<file path="src/rtl/lockbox_ct_if.sv">
// Request/response bundle between the host command decoder and lockbox_ct.
// The host side is the master; the lockbox is the slave.
interface lockbox_ct_if #(
   parameter int unsigned TAG_WIDTH = 16,
   parameter int unsigned WIDTH     = 128
) ();
   logic                 i_en;
   logic                 i_op;
   logic [TAG_WIDTH-1:0] i_tag;
   logic [WIDTH-1:0]     i_secret;
   logic [WIDTH-1:0]     i_password;
   logic                 o_ready;
   logic [WIDTH-1:0]     o_out;
   logic [1:0]           o_status;
   logic                 o_valid;

   modport master (
      output i_en, i_op, i_tag, i_secret, i_password,
      input  o_ready, o_out, o_status, o_valid
   );

   modport slave (
      input  i_en, i_op, i_tag, i_secret, i_password,
      output o_ready, o_out, o_status, o_valid
   );
endinterface

</file>
<file path="src/rtl/lockbox_ct.sv">
// Multi-slot tagged secret store with fixed TAGS+1 edge latency for every operation,
// per-slot failed-password counting and lockout erase.
module lockbox_ct #(
   parameter int unsigned TAGS      = 4,
   parameter int unsigned TAG_WIDTH = 16,
   parameter int unsigned WIDTH     = 128,
   parameter int unsigned MAX_FAILS = 3
) (
   input  logic         i_clk,
   input  logic         i_rst,
   lockbox_ct_if.slave  bus
);
   localparam int unsigned IW = $clog2(TAGS + 1);
   localparam int unsigned AW = $clog2(TAGS);
   localparam int unsigned FW = $clog2(MAX_FAILS + 1);
   localparam logic [IW-1:0] NONE      = IW'(TAGS);
   localparam logic [IW-1:0] LAST      = IW'(TAGS - 1);
   localparam logic [FW-1:0] FAIL_LAST = FW'(MAX_FAILS - 1);

   typedef enum logic [1:0] {StIdle, StScan, StCommit} state_e;

   state_e               state_q;
   logic                 row_valid_q [TAGS];
   logic [TAG_WIDTH-1:0] tag_q       [TAGS];
   logic [WIDTH-1:0]     secret_q    [TAGS];
   logic [WIDTH-1:0]     pw_q        [TAGS];
   logic [FW-1:0]        fail_q      [TAGS];

   logic                 op_q;
   logic [TAG_WIDTH-1:0] req_tag_q;
   logic [WIDTH-1:0]     req_secret_q;
   logic [WIDTH-1:0]     req_pw_q;
   logic [IW-1:0]        idx_q;
   logic [IW-1:0]        hit_q;
   logic [IW-1:0]        free_q;

   logic [WIDTH-1:0]     out_q;
   logic [1:0]           status_q;
   logic                 valid_q;

   // hit_q/free_q are only used as addresses once known to be below TAGS
   logic [AW-1:0] scan_a, hit_a, free_a;
   assign scan_a = idx_q[AW-1:0];
   assign hit_a  = hit_q[AW-1:0];
   assign free_a = free_q[AW-1:0];

   assign bus.o_ready  = (state_q == StIdle) && !valid_q;
   assign bus.o_out    = out_q;
   assign bus.o_status = status_q;
   assign bus.o_valid  = valid_q;

   always_ff @(posedge i_clk or posedge i_rst) begin
      if (i_rst) begin
         state_q      <= StIdle;
         op_q         <= 1'b0;
         req_tag_q    <= '0;
         req_secret_q <= '0;
         req_pw_q     <= '0;
         idx_q        <= '0;
         hit_q        <= NONE;
         free_q       <= NONE;
         out_q        <= '0;
         status_q     <= 2'b00;
         valid_q      <= 1'b0;
         for (int i = 0; i < TAGS; i++) begin
            row_valid_q[i] <= 1'b0;
            tag_q[i]       <= '0;
            secret_q[i]    <= '0;
            pw_q[i]        <= '0;
            fail_q[i]      <= '0;
         end
      end else begin
         unique case (state_q)
            StIdle: begin
               if (valid_q) begin
                  valid_q  <= 1'b0;
                  out_q    <= '0;
                  status_q <= 2'b00;
               end else if (bus.i_en) begin
                  op_q         <= bus.i_op;
                  req_tag_q    <= bus.i_tag;
                  req_secret_q <= bus.i_secret;
                  req_pw_q     <= bus.i_password;
                  idx_q        <= '0;
                  hit_q        <= NONE;
                  free_q       <= NONE;
                  state_q      <= StScan;
               end
            end
            // Visits every slot regardless of outcome so latency never depends on data
            StScan: begin
               if (row_valid_q[scan_a] && (tag_q[scan_a] == req_tag_q) && (hit_q == NONE))
                  hit_q <= idx_q;
               if (!row_valid_q[scan_a] && (free_q == NONE))
                  free_q <= idx_q;
               idx_q <= idx_q + 1'b1;
               if (idx_q == LAST) state_q <= StCommit;
            end
            StCommit: begin
               valid_q <= 1'b1;
               state_q <= StIdle;
               out_q   <= '0;
               if (!op_q) begin
                  if (hit_q == NONE) begin
                     status_q <= 2'b01;
                  end else if (pw_q[hit_a] == req_pw_q) begin
                     out_q               <= secret_q[hit_a];
                     status_q            <= 2'b00;
                     row_valid_q[hit_a]  <= 1'b0;
                     tag_q[hit_a]        <= '0;
                     secret_q[hit_a]     <= '0;
                     pw_q[hit_a]         <= '0;
                     fail_q[hit_a]       <= '0;
                  end else if (fail_q[hit_a] >= FAIL_LAST) begin
                     status_q            <= 2'b11;
                     row_valid_q[hit_a]  <= 1'b0;
                     tag_q[hit_a]        <= '0;
                     secret_q[hit_a]     <= '0;
                     pw_q[hit_a]         <= '0;
                     fail_q[hit_a]       <= '0;
                  end else begin
                     status_q      <= 2'b01;
                     fail_q[hit_a] <= fail_q[hit_a] + 1'b1;
                  end
               end else begin
                  if (hit_q != NONE) begin
                     out_q           <= WIDTH'(1);
                     status_q        <= 2'b00;
                     secret_q[hit_a] <= req_secret_q;
                     pw_q[hit_a]     <= req_pw_q;
                     fail_q[hit_a]   <= '0;
                  end else if (free_q != NONE) begin
                     out_q               <= WIDTH'(1);
                     status_q            <= 2'b00;
                     row_valid_q[free_a] <= 1'b1;
                     tag_q[free_a]       <= req_tag_q;
                     secret_q[free_a]    <= req_secret_q;
                     pw_q[free_a]        <= req_pw_q;
                     fail_q[free_a]      <= '0;
                  end else begin
                     status_q <= 2'b10;
                  end
               end
            end
            default: state_q <= StIdle;
         endcase
      end
   end
endmodule
</file>
<file path="src/flat_wrapper.sv">
// flat-port wrapper written by rule: the top's interface ports become plain ports
module lockbox_ct_flat 
#(
   parameter int unsigned TAGS      = 4,
   parameter int unsigned TAG_WIDTH = 16,
   parameter int unsigned WIDTH     = 128,
   parameter int unsigned MAX_FAILS = 3
)
  (i_clk, i_rst, bus_i_en, bus_i_op, bus_i_tag, bus_i_secret, bus_i_password, bus_o_ready, bus_o_out, bus_o_status, bus_o_valid);
  lockbox_ct_if #(.TAG_WIDTH(TAG_WIDTH), .WIDTH(WIDTH)) bus_i ();
  input  logic i_clk;
  input  logic i_rst;
  input wire logic [$bits(bus_i.i_en)-1:0] bus_i_en;
  input wire logic [$bits(bus_i.i_op)-1:0] bus_i_op;
  input wire logic [$bits(bus_i.i_tag)-1:0] bus_i_tag;
  input wire logic [$bits(bus_i.i_secret)-1:0] bus_i_secret;
  input wire logic [$bits(bus_i.i_password)-1:0] bus_i_password;
  output wire logic [$bits(bus_i.o_ready)-1:0] bus_o_ready;
  output wire logic [$bits(bus_i.o_out)-1:0] bus_o_out;
  output wire logic [$bits(bus_i.o_status)-1:0] bus_o_status;
  output wire logic [$bits(bus_i.o_valid)-1:0] bus_o_valid;
  assign bus_i.i_en = bus_i_en;
  assign bus_i.i_op = bus_i_op;
  assign bus_i.i_tag = bus_i_tag;
  assign bus_i.i_secret = bus_i_secret;
  assign bus_i.i_password = bus_i_password;
  assign bus_o_ready = bus_i.o_ready;
  assign bus_o_out = bus_i.o_out;
  assign bus_o_status = bus_i.o_status;
  assign bus_o_valid = bus_i.o_valid;
  lockbox_ct #(.TAGS(TAGS), .TAG_WIDTH(TAG_WIDTH), .WIDTH(WIDTH), .MAX_FAILS(MAX_FAILS)) u_core (.i_clk(i_clk), .i_rst(i_rst), .bus(bus_i));
endmodule
</file>
<file path="config.mk">
export PLATFORM = sky130hd
export DESIGN_NAME = lockbox_ct_flat
export DESIGN_NICKNAME = d
export VERILOG_FILES = /design/src/rtl/lockbox_ct_if.sv /design/src/rtl/lockbox_ct.sv /design/src/flat_wrapper.sv
export SDC_FILE = /design/constraint.sdc
export NUM_CORES = 2
export LEC_CHECK = 0
export CAP_MARGIN = 20
export CORE_MARGIN = 5
export CORE_UTILIZATION = 54
export DETAILED_ROUTE_END_ITERATION = 10
export GPL_TIMING_DRIVEN = 0
export PLACE_DENSITY = 0.8
export SYNTH_ARGS = -nofsm -noshare
export SYNTH_HDL_FRONTEND = slang
export SYNTH_SLANG_ARGS = --single-unit
</file>
<file path="constraint.sdc">
create_clock -name i_clk -period 57.6 [get_ports i_clk]
set_clock_uncertainty 0.2 [all_clocks]
set_input_delay 17.28 -clock i_clk [delete_from_list [all_inputs] [get_ports i_clk]]
set_output_delay 17.28 -clock i_clk [all_outputs]
set_load 0.02 [all_outputs]
</file>
==> reports/metrics.yaml <==
cts:
  post_cts_buffers: 0
  clock-sinks: 1515
  cts_buffers: 154
  htreeDepth: 4
  clock_path_buffers: 3
  clkTransAtPathRegs_ps: 60
  root_buffer: "clkbuf_16"
  cts_tree: "built"
  clkLatencyLatePin_ps: 770
  ctsHoldBuffers: 0
  ctsResizeCount: 0
routing:
  drc: 0
  drt-total-wl_mm: 194
  firstDrtPassIters: 9
  first_iter_violations: 5522
  vias: 45100
  antenna_left: 0
  wire_per_inst_um: 28.3
  viasPerCell: 6.58
synthesis:
  ys_warn_count: 0
  synth_edf_count: 0
  yosysUniqueCellTypes: 52
  synth_nets: 4840
  synthesis.instances: 4561
  avgSynthCellArea_um2: 13.9
  synth_area_um2: 63300
  ys_seq_elements: 1515
  yosys.area.top_type: "dfrtp_1"
  async_flop_share_pct: 100
  synth_top_cells_by_area: "dfrtp_1 60%, a22o_1 12%, mux4_2 9.8%"
  synthFlopType: "dfrtp_1"
  synth_top_area_share_pct: 59.8
  yosysSeqAreaShare_pct: 59.9
global_routing:
  grt_pass1_wl_mm: 295
  grt_max_degree: 46
  grt_pass1_vias: 46900
  grt_overflow: 0
  grt_use_total_pct: 30.9
  antenna_found_initial: 33
layout:
  mostFrequentLayoutCell: "dfrtp_1"
  layout_common_cells: "1513 x dfrtp_1, 902 x a22o_1, 553 x nand2_1"
  final_cell_count_no_fill: 6849
  num-nets-final: 5455
  drive_gt1_share_pct: 18.6
  syn_to_final_growth_pct: 19.5
floorplan:
  pin_count: 408
  die_w_um: 352
  row_count: 125
  start_util_pct: 54.4
  core_um2: 116000
  design.die.area_um2: 124000
  dieHeight_um: 352
placed_design:
  io_buffers: 407
  dp_hpwl_mm: 131
  gp_congestion: 0.932
  dp.cells: 6541
critical_path:
  reg2reg_from: "u_core.hit_q[1]"
  critPathKind: "flip-flop to primary output"
  arrival_ps: 2420
  crit_required_ps: 40120
  start_kind: "flip-flop"
  crit_fanout: 10
  crit_start: "u_core.state_q[0]"
  endpoint_kind: "primary output"
min_path:
  min_from: "u_core.tag_q[13]"
  min_path_type: "flip-flop to flip-flop"
timing:
  hold_slack_ps: 288
  finalSetupViolCount: 0
  drv_slew: 0
  min_period_over_period_pct: 34.5
  final.setup.tns_ps: 0
  fin_crit_ps: 19900
  tightest_slew_ps: 1240
  clock.fmax_mhz: 50.3
  max_slew_margin_pct: 17.4
  hold_violations: 0
  rsz0062_at_grt: "false"
power_and_ir_drop:
  power.leakage_nw: 33.1
  irDropWorstVdd_uv: 35.6
  power_mw: 3.76
  power_density_nw_per_um2: 49.8
flow_run:
  cap_violations: 0
outcome:
  status: "completed"
[sequential cells by signal, summed over array words and instances (netlist names), 4 cells and up]
| signal | flops |
|---|---|
| u_core.secret_q | 512 |
| u_core.req_secret_q | 128 |
| u_core.row_valid_q | 4 |
| u_core.fail_q | 8 |
| u_core.tag_q | 64 |
| u_core.req_tag_q | 16 |
| u_core.pw_q | 512 |
| u_core.req_pw_q | 128 |
| u_core.bus.o_out | 128 |
[kinds of logic (layout without fill, tap and decap cells)]
| group | count (synthesis) | count (layout) | synth area share (%) |
|---|---|---|---|
| other | 0 | 24 | 0 |
| xor gates and xnor gates | 144 | 144 | 1.99 |
| DFF | 1515 | 1515 | 59.9 |
| AOI/OAI and AO/OA | 1273 | 1273 | 16.0 |
| muxes | 553 | 553 | 14.7 |
| buffers and inverters | 410 | 1150 | 3.08 |
| adders and majority gates | 3 | 3 | 0.0593 |
| and+or+nand+nor | 663 | 663 | 4.28 |
[where the power goes]
| group | switching (mW) | internal (mW) |
|---|---|---|
| clock network | 0.438 | 0.610 |
| logic | 0.481 | 0.516 |
| registers | 0.335 | 1.38 |
[Yosys cell counts, drive strengths merged, types with 16 or more instances]
cell type / instances
dfrtp: 1513
a22o: 902
nand2: 553
clkbuf: 289
mux2: 278
mux4: 275
o21ai: 266
xnor2: 140
buf: 115
o2bb2ai: 45
nand4: 38
nor2: 19
a32o: 16
[cell type report]
| type | count | area, µm² |
|---|---|---|
| clock inverter | 62 | 841 |
| timing repair buffer | 459 | 5060 |
| inverter | 6 | 26.3 |
| fill | 8079 | 40700 |
| clock buffer | 219 | 4440 |
| tap | 1524 | 1910 |
| buffer | 404 | 1930 |
| multi-input combinational | 2636 | 23400 |
| antenna | 24 | 60.1 |
| sequential | 1515 | 37900 |
[critical path, cell delays in order (launching register included)]
cell and delay [ps]:
dfrtp_1 370, clkbuf_1 210, nor3_1 320, clkdlybuf4s50_1 760
[stage by stage]
stage / worst slack, ps / cell area, µm² / util, %
2_1_floorplan: 19140 / 63300 / -
3_3_place_gp: 11360 / 69300 / 59.5
3_5_place_dp: 37150 / 70200 / 60.4
4_1_cts: 37660 / 75500 / 64.9
5_1_grt: 37560 / 75600 / 65.0
6_report: 37700 / 75600 / 65.0
[layer usage]
layer	part of all wire, %	GRT usage (%)
met2	45	45.4
met1	37	40.8
met5	0.059	0
met4	5.9	16.2
met3	12	11.1
[worst paths after layout]
check	end	cells after the start	slack (ps)
worst max-delay path	bus_o_ready	3	37700
worst min-delay path	u_core.tag_q[13]	1	290
worst max register to register	u_core.pw_q[305]	16	51460
worst min register to register	u_core.tag_q[13]	1	290
max in group asynchronous	u_core.req_secret_q[109]	9	38010
min in group asynchronous	u_core.bus.o_out[26]	2	16870
Note: power is estimated with default switching activity, not from simulation.
